### src/rtl/cmsdk_ahb_slave_mux.sv
// AHB-Lite slave multiplexer for up to ten slaves: registers the address-phase
// selects and steers ready, response and read data back during the data phase.
module cmsdk_ahb_slave_mux #(
    parameter bit PORT0_ENABLE = 1'b1,
    parameter bit PORT1_ENABLE = 1'b1,
    parameter bit PORT2_ENABLE = 1'b1,
    parameter bit PORT3_ENABLE = 1'b1,
    parameter bit PORT4_ENABLE = 1'b1,
    parameter bit PORT5_ENABLE = 1'b1,
    parameter bit PORT6_ENABLE = 1'b1,
    parameter bit PORT7_ENABLE = 1'b1,
    parameter bit PORT8_ENABLE = 1'b1,
    parameter bit PORT9_ENABLE = 1'b1
) (
    input  logic        HCLK,
    input  logic        HRESETn,
    input  logic        HREADY,
    input  logic        HSEL0,
    input  logic        HSEL1,
    input  logic        HSEL2,
    input  logic        HSEL3,
    input  logic        HSEL4,
    input  logic        HSEL5,
    input  logic        HSEL6,
    input  logic        HSEL7,
    input  logic        HSEL8,
    input  logic        HSEL9,
    input  logic        HREADYOUT0,
    input  logic        HREADYOUT1,
    input  logic        HREADYOUT2,
    input  logic        HREADYOUT3,
    input  logic        HREADYOUT4,
    input  logic        HREADYOUT5,
    input  logic        HREADYOUT6,
    input  logic        HREADYOUT7,
    input  logic        HREADYOUT8,
    input  logic        HREADYOUT9,
    input  logic        HRESP0,
    input  logic        HRESP1,
    input  logic        HRESP2,
    input  logic        HRESP3,
    input  logic        HRESP4,
    input  logic        HRESP5,
    input  logic        HRESP6,
    input  logic        HRESP7,
    input  logic        HRESP8,
    input  logic        HRESP9,
    input  logic [31:0] HRDATA0,
    input  logic [31:0] HRDATA1,
    input  logic [31:0] HRDATA2,
    input  logic [31:0] HRDATA3,
    input  logic [31:0] HRDATA4,
    input  logic [31:0] HRDATA5,
    input  logic [31:0] HRDATA6,
    input  logic [31:0] HRDATA7,
    input  logic [31:0] HRDATA8,
    input  logic [31:0] HRDATA9,
    output logic        HREADYOUT,
    output logic        HRESP,
    output logic [31:0] HRDATA
);

    localparam int NPORTS = 10;

    // Absent ports are masked at both the register input and the output side,
    // so their inputs can never influence the bus.
    localparam logic [NPORTS-1:0] PORT_EN = {PORT9_ENABLE, PORT8_ENABLE, PORT7_ENABLE,
                                             PORT6_ENABLE, PORT5_ENABLE, PORT4_ENABLE,
                                             PORT3_ENABLE, PORT2_ENABLE, PORT1_ENABLE,
                                             PORT0_ENABLE};

    logic [NPORTS-1:0] hsel_s;
    logic [NPORTS-1:0] hreadyout_s;
    logic [NPORTS-1:0] hresp_s;
    logic [31:0]       hrdata_s [NPORTS];
    logic [NPORTS-1:0] reg_sel_r;
    logic [NPORTS-1:0] sel_s;
    logic              ready_or_s;
    logic              resp_or_s;
    logic [31:0]       rdata_or_s;

    assign hsel_s      = {HSEL9, HSEL8, HSEL7, HSEL6, HSEL5, HSEL4, HSEL3, HSEL2, HSEL1, HSEL0};
    assign hreadyout_s = {HREADYOUT9, HREADYOUT8, HREADYOUT7, HREADYOUT6, HREADYOUT5,
                          HREADYOUT4, HREADYOUT3, HREADYOUT2, HREADYOUT1, HREADYOUT0};
    assign hresp_s     = {HRESP9, HRESP8, HRESP7, HRESP6, HRESP5,
                          HRESP4, HRESP3, HRESP2, HRESP1, HRESP0};
    assign hrdata_s[0] = HRDATA0;
    assign hrdata_s[1] = HRDATA1;
    assign hrdata_s[2] = HRDATA2;
    assign hrdata_s[3] = HRDATA3;
    assign hrdata_s[4] = HRDATA4;
    assign hrdata_s[5] = HRDATA5;
    assign hrdata_s[6] = HRDATA6;
    assign hrdata_s[7] = HRDATA7;
    assign hrdata_s[8] = HRDATA8;
    assign hrdata_s[9] = HRDATA9;

    // Data-phase select register: advances only on an accepted address phase.
    always_ff @(posedge HCLK or negedge HRESETn) begin
        if (!HRESETn) begin
            reg_sel_r <= {NPORTS{1'b0}};
        end else if (HREADY) begin
            reg_sel_r <= hsel_s & PORT_EN;
        end else begin
            reg_sel_r <= reg_sel_r;
        end
    end

    assign sel_s = reg_sel_r & PORT_EN;

    // AND-OR steering; several selects at once simply OR together, no priority.
    always_comb begin
        ready_or_s = 1'b0;
        resp_or_s  = 1'b0;
        rdata_or_s = 32'h0000_0000;
        for (int i = 0; i < NPORTS; i++) begin
            ready_or_s = ready_or_s | (sel_s[i] & hreadyout_s[i]);
            resp_or_s  = resp_or_s  | (sel_s[i] & hresp_s[i]);
            rdata_or_s = rdata_or_s | ({32{sel_s[i]}} & hrdata_s[i]);
        end
    end

    // Idle (nothing selected in data phase) reports ready.
    assign HREADYOUT = ready_or_s | ~(|sel_s);
    assign HRESP     = resp_or_s;
    assign HRDATA    = rdata_or_s;

endmodule

### config.mk
export PLATFORM = sky130hd
export DESIGN_NAME = cmsdk_ahb_slave_mux
export DESIGN_NICKNAME = d
export VERILOG_FILES = /design/src/rtl/cmsdk_ahb_slave_mux.sv
export SDC_FILE = /design/constraint.sdc
export NUM_CORES = 1
export LEC_CHECK = 0
export ABC_CLOCK_PERIOD_IN_PS = 1200
export CORE_AREA = 2 2 150 152
export CTS_CLUSTER_DIAMETER = 200
export DETAILED_ROUTE_END_ITERATION = 8
export DIE_AREA = 0 0 152 154
export PLACE_DENSITY = 0.57
export SYNTH_ARGS = -nofsm -noshare
export SYNTH_HDL_FRONTEND = slang
export SYNTH_SLANG_ARGS = --single-unit
### constraint.sdc
create_clock -name HCLK -period 1.2 [get_ports HCLK]
set_input_delay 0.24 -clock HCLK [delete_from_list [all_inputs] [get_ports HCLK]]
set_output_delay 0.24 -clock HCLK [all_outputs]
set_load 0.05 [all_outputs]
# Word-level counts from Yosys, hierarchy flattened
# Cells that the tools add are included.
# totals
regBits	10
# classes
reduce_logical	1
n_bitwise	59
# op_table
cell	n
32-bit bitwise AND	10
32-bit OR	9
1-bit bitwise AND	20
1-bit OR	19
10-bit OR reduction	1
1-bit NOT	1

# Depth between registers and ports, before layout
# depth
ltp_word	11
mapped_depth	5

# Least setup slack after synthesis
# Ideal clock, no wire load.
# synth_timing
kind	reg2out
start	reg reg_sel_r[8]
end	out HRDATA[12]
n_path_buf	2
path_stages_with_launch	6
required_ps	960
arrival_time_ps	1480
setup_slack_ps	-520
cell_sequence	dfrtp_1 buf_6 buf_6 a22o_1 a221oi_2 nand4_1
# synth_via
elab_chain_cells	3
# synth_lines
item	line_no	text
start: declaration	76	logic [NPORTS-1:0] reg_sel_r;
start signal: assignment	101	reg_sel_r <= {NPORTS{1'b0}};
start signal: assignment	103	reg_sel_r <= hsel_s & PORT_EN;
start signal: assignment	105	reg_sel_r <= reg_sel_r;
32-bit bitwise AND	119	rdata_or_s = rdata_or_s | ({32{sel_s[i]}} & hrdata_s[i]);
32-bit OR (2 in a row)	119	
end: declaration	60	output logic [31:0] HRDATA
# No other way between the ends.

# Worst setup path in the final report
# layout_timing
start	reg reg_sel_r[8]
end	out HRDATA[18]
# Same word-level chain as after synthesis.

==> metrics <==
CP Max Fanout=36; GRT busiest layer=met2; Layout Nets=998; total CTS buffers=3; fin. max-slew vios=0; r2r setup slk=0.07 ns; final wirelength=19.7 mm; worst-skew pair later-pin latency=0.23 ns; top-area cell type share of the netlist area=32.8%; Net Switching=0.00160 W; antenna violations before repair=0; final cell count without fillers=923; Crit path arrival time=1.72 ns; met1 Track Usage GR=19.3%; Yosys reg bits=10; failing checks=negative setup slack; M3 GR Usage=3.18%; post-layout util=33.4%; period utilisation layout=164%; Bufs on Longest Clock Path=2; crit-path leading delay family=compound AO/OA/AOI/OAI gates; Comb pwr share=77.3%; final instance area=7250 µm²; CP Launch Type=flip-flop; Int Pwr=0.00279 W; biggest regs=reg_sel_r: 10 flops; CP Class=flip-flop to primary output; largest net degree at the start of global routing=37; Die Span Y=154 µm; VDD IR max=443 µV; RR Startpoint=reg_sel_r[2]$_DFFE_PN0P_; H-tree depth=1; commonest cells in the netlist=104 x a22oi_1, 34 x nand4_1, 33 x a22o_1, 28 x a221oi_2, 21 x buf_2; Ys Warns=0; top post-synthesis cells by area=a22oi_1 33%, a221oi_2 18%, a22o_1 12%; outcome=finished with violations; r2r endpoint=reg_sel_r[2]$_DFFE_PN0P_; gate count after technology mapping=270; total global-route track usage=15.8%; CP peak stage delay=0.38 ns; CTS Hold Buffers Added=0; first-pass GRT wire length=28.7 mm; Setup Viol. Count Final=34; Starting Density=11.0%; GR Util met2=29.1%; highest clock rate=509 MHz; cell taking the most area after synthesis=a22oi_1; share of cells above drive strength 1=17.7%; vias in the first global route=4730; vias post-DR=4302; # port buffers=386; Tmin final=1.96 ns; I/O pin count=387; crit path cell chain=buf_12 > a22o_1 > a221oi_4 > nand4_1 > buf_12; Clock power frac=13.0%; CTS tree=yes; antenna-violating nets left=0; Yosys cell types=16; Routability Congestion=0.834; pre-CTS setup slack=-0.622 ns; row count=54; DP Area=7160 µm²; Worst R2R Path Depth=3; Most flops, register=reg_sel_r; ys async rst share=100%; Worst-Margin Slew=0.298 ns; Iteration-0 DRC Markers=286; antenna diode count=0; slowest cell on the critical path=dfrtp_1; Setup crit start=reg_sel_r[8]$_DFFE_PN0P_; hpwl dp=15.9 mm; Net Sw Frac=36.4%; Core Area=21700 µm²; crit path capture type=primary output; EDFF count, synth=0; RSZ-0062 raised after global routing=true; CP dominant cell by count=buf_12; Final Skew=0 ns; Reg clk slew, reported paths=0.04 ns; DRC errors left=0; Flop pwr share=9.7%; max reg flops=10; routed vias/inst=4.66; syn nets=623; worst hold path class=primary input to asynchronous set/reset pin; Remaining Overflow, GRT=0; Mapped Area=2380 µm²; sequential-to-total area share from yosys stat=10.5%; max cap viols=0; final setup margin=-0.764 ns; Die W=152 µm; Leak Pwr=2.67 nW; most numerous cell in the Yosys netlist=a22oi_1; Placed Cells=920; Cell Pwr Density=606 nW/µm²; Final Hold Fails=0; top_reg_cell synth=dfrtp_1; DR pass1 iterations=8; Avg Cell Area, Syn=8.82 µm²; die footprint=23400 µm²; wire per inst=21.4 µm; relative slew slack=80.1%; clk root buf=clkbuf_16; CP required=0.96 ns; Worst Path Buf+Inv=2; clock sink total=10; P&R area growth vs syn=205%
## layout make-up
cell class	count	area, µm²
tap	280	350
sequential	10	260
clock buffer	3	75.1
timing repair buffer	411	4630
multi-input combinational	219	1940
fill	2222	14400
## stage by stage
stage	hold WS [ns]	setup TNS [ns]	power, W
6_report	0.296	-22.80	0.00439
5_1_grt	0.305	-24.97	0.00460
4_1_cts	0.301	-23.14	0.00440
3_5_place_dp	0.545	-17.73	0.00382
3_3_place_gp	0.549	-17.88	0.00382
2_1_floorplan	-0.0556	-16.63	0.00170
## repair_timing
item,in CTS,in global routing
gates cloned,0,0
endpoints found under the setup margin,34,34
resized for setup,0,2
pin swaps,2,1
endpoints found under the hold margin,0,0
buffers inserted,0,0
## kinds of logic (layout without fill, tap and decap cells)
group / count (synthesis) / in the layout / synth area share, %
and+or+nand+nor: 39 / 39 / 10.1
AOI/OAI and AO/OA: 170 / 170 / 64.4
muxes: 10 / 10 / 4.73
DFF: 10 / 10 / 10.5
buffers and inverters: 41 / 414 / 10.2
## power by group through the flow
| stage | sequential [W] | clock [W] | combinational (W) |
|---|---|---|---|
| 3_3_place_gp | 0.000431 | 0 | 0.00339 |
| 6_report | 0.000425 | 0.000571 | 0.00340 |
| 4_1_cts | 0.000426 | 0.000576 | 0.00340 |
| 5_1_grt | 0.000430 | 0.000597 | 0.00357 |
| 2_1_floorplan | 0.000384 | 0 | 0.00132 |
| 3_5_place_dp | 0.000431 | 0 | 0.00338 |
## how the worst max path moves through the flow
stage / cells after the start / endpoint / slack, ns
after floorplan: 5 / HRDATA[12] / -0.51
after global placement: 5 / HRDATA[18] / -0.61
after detailed placement: 5 / HRDATA[18] / -0.62
after CTS: 5 / HRDATA[18] / -0.81
after global routing: 5 / HRDATA[18] / -0.82
final: 5 / HRDATA[18] / -0.76
## metal layers
layer | share of wire [%] | vias to the layer above
li1 | - | 1987
met1 | 42 | 2045
met2 | 51 | 260
met3 | 6.8 | 10
met4 | 0.78 | 0
met5 | 0 | -
## placed cells by master, fill, tap and decap left out, drive strengths merged
master	count
dfrtp	10
a221oi	33
nor4	2
nand4	34
clkdlybuf4s50	352
mux2	10
nor2	1
clkbuf	3
and3	1
a22oi	104
nand3	1
buf	59
a22o	33
No activity file was read; power rests on OpenSTA's default activity.
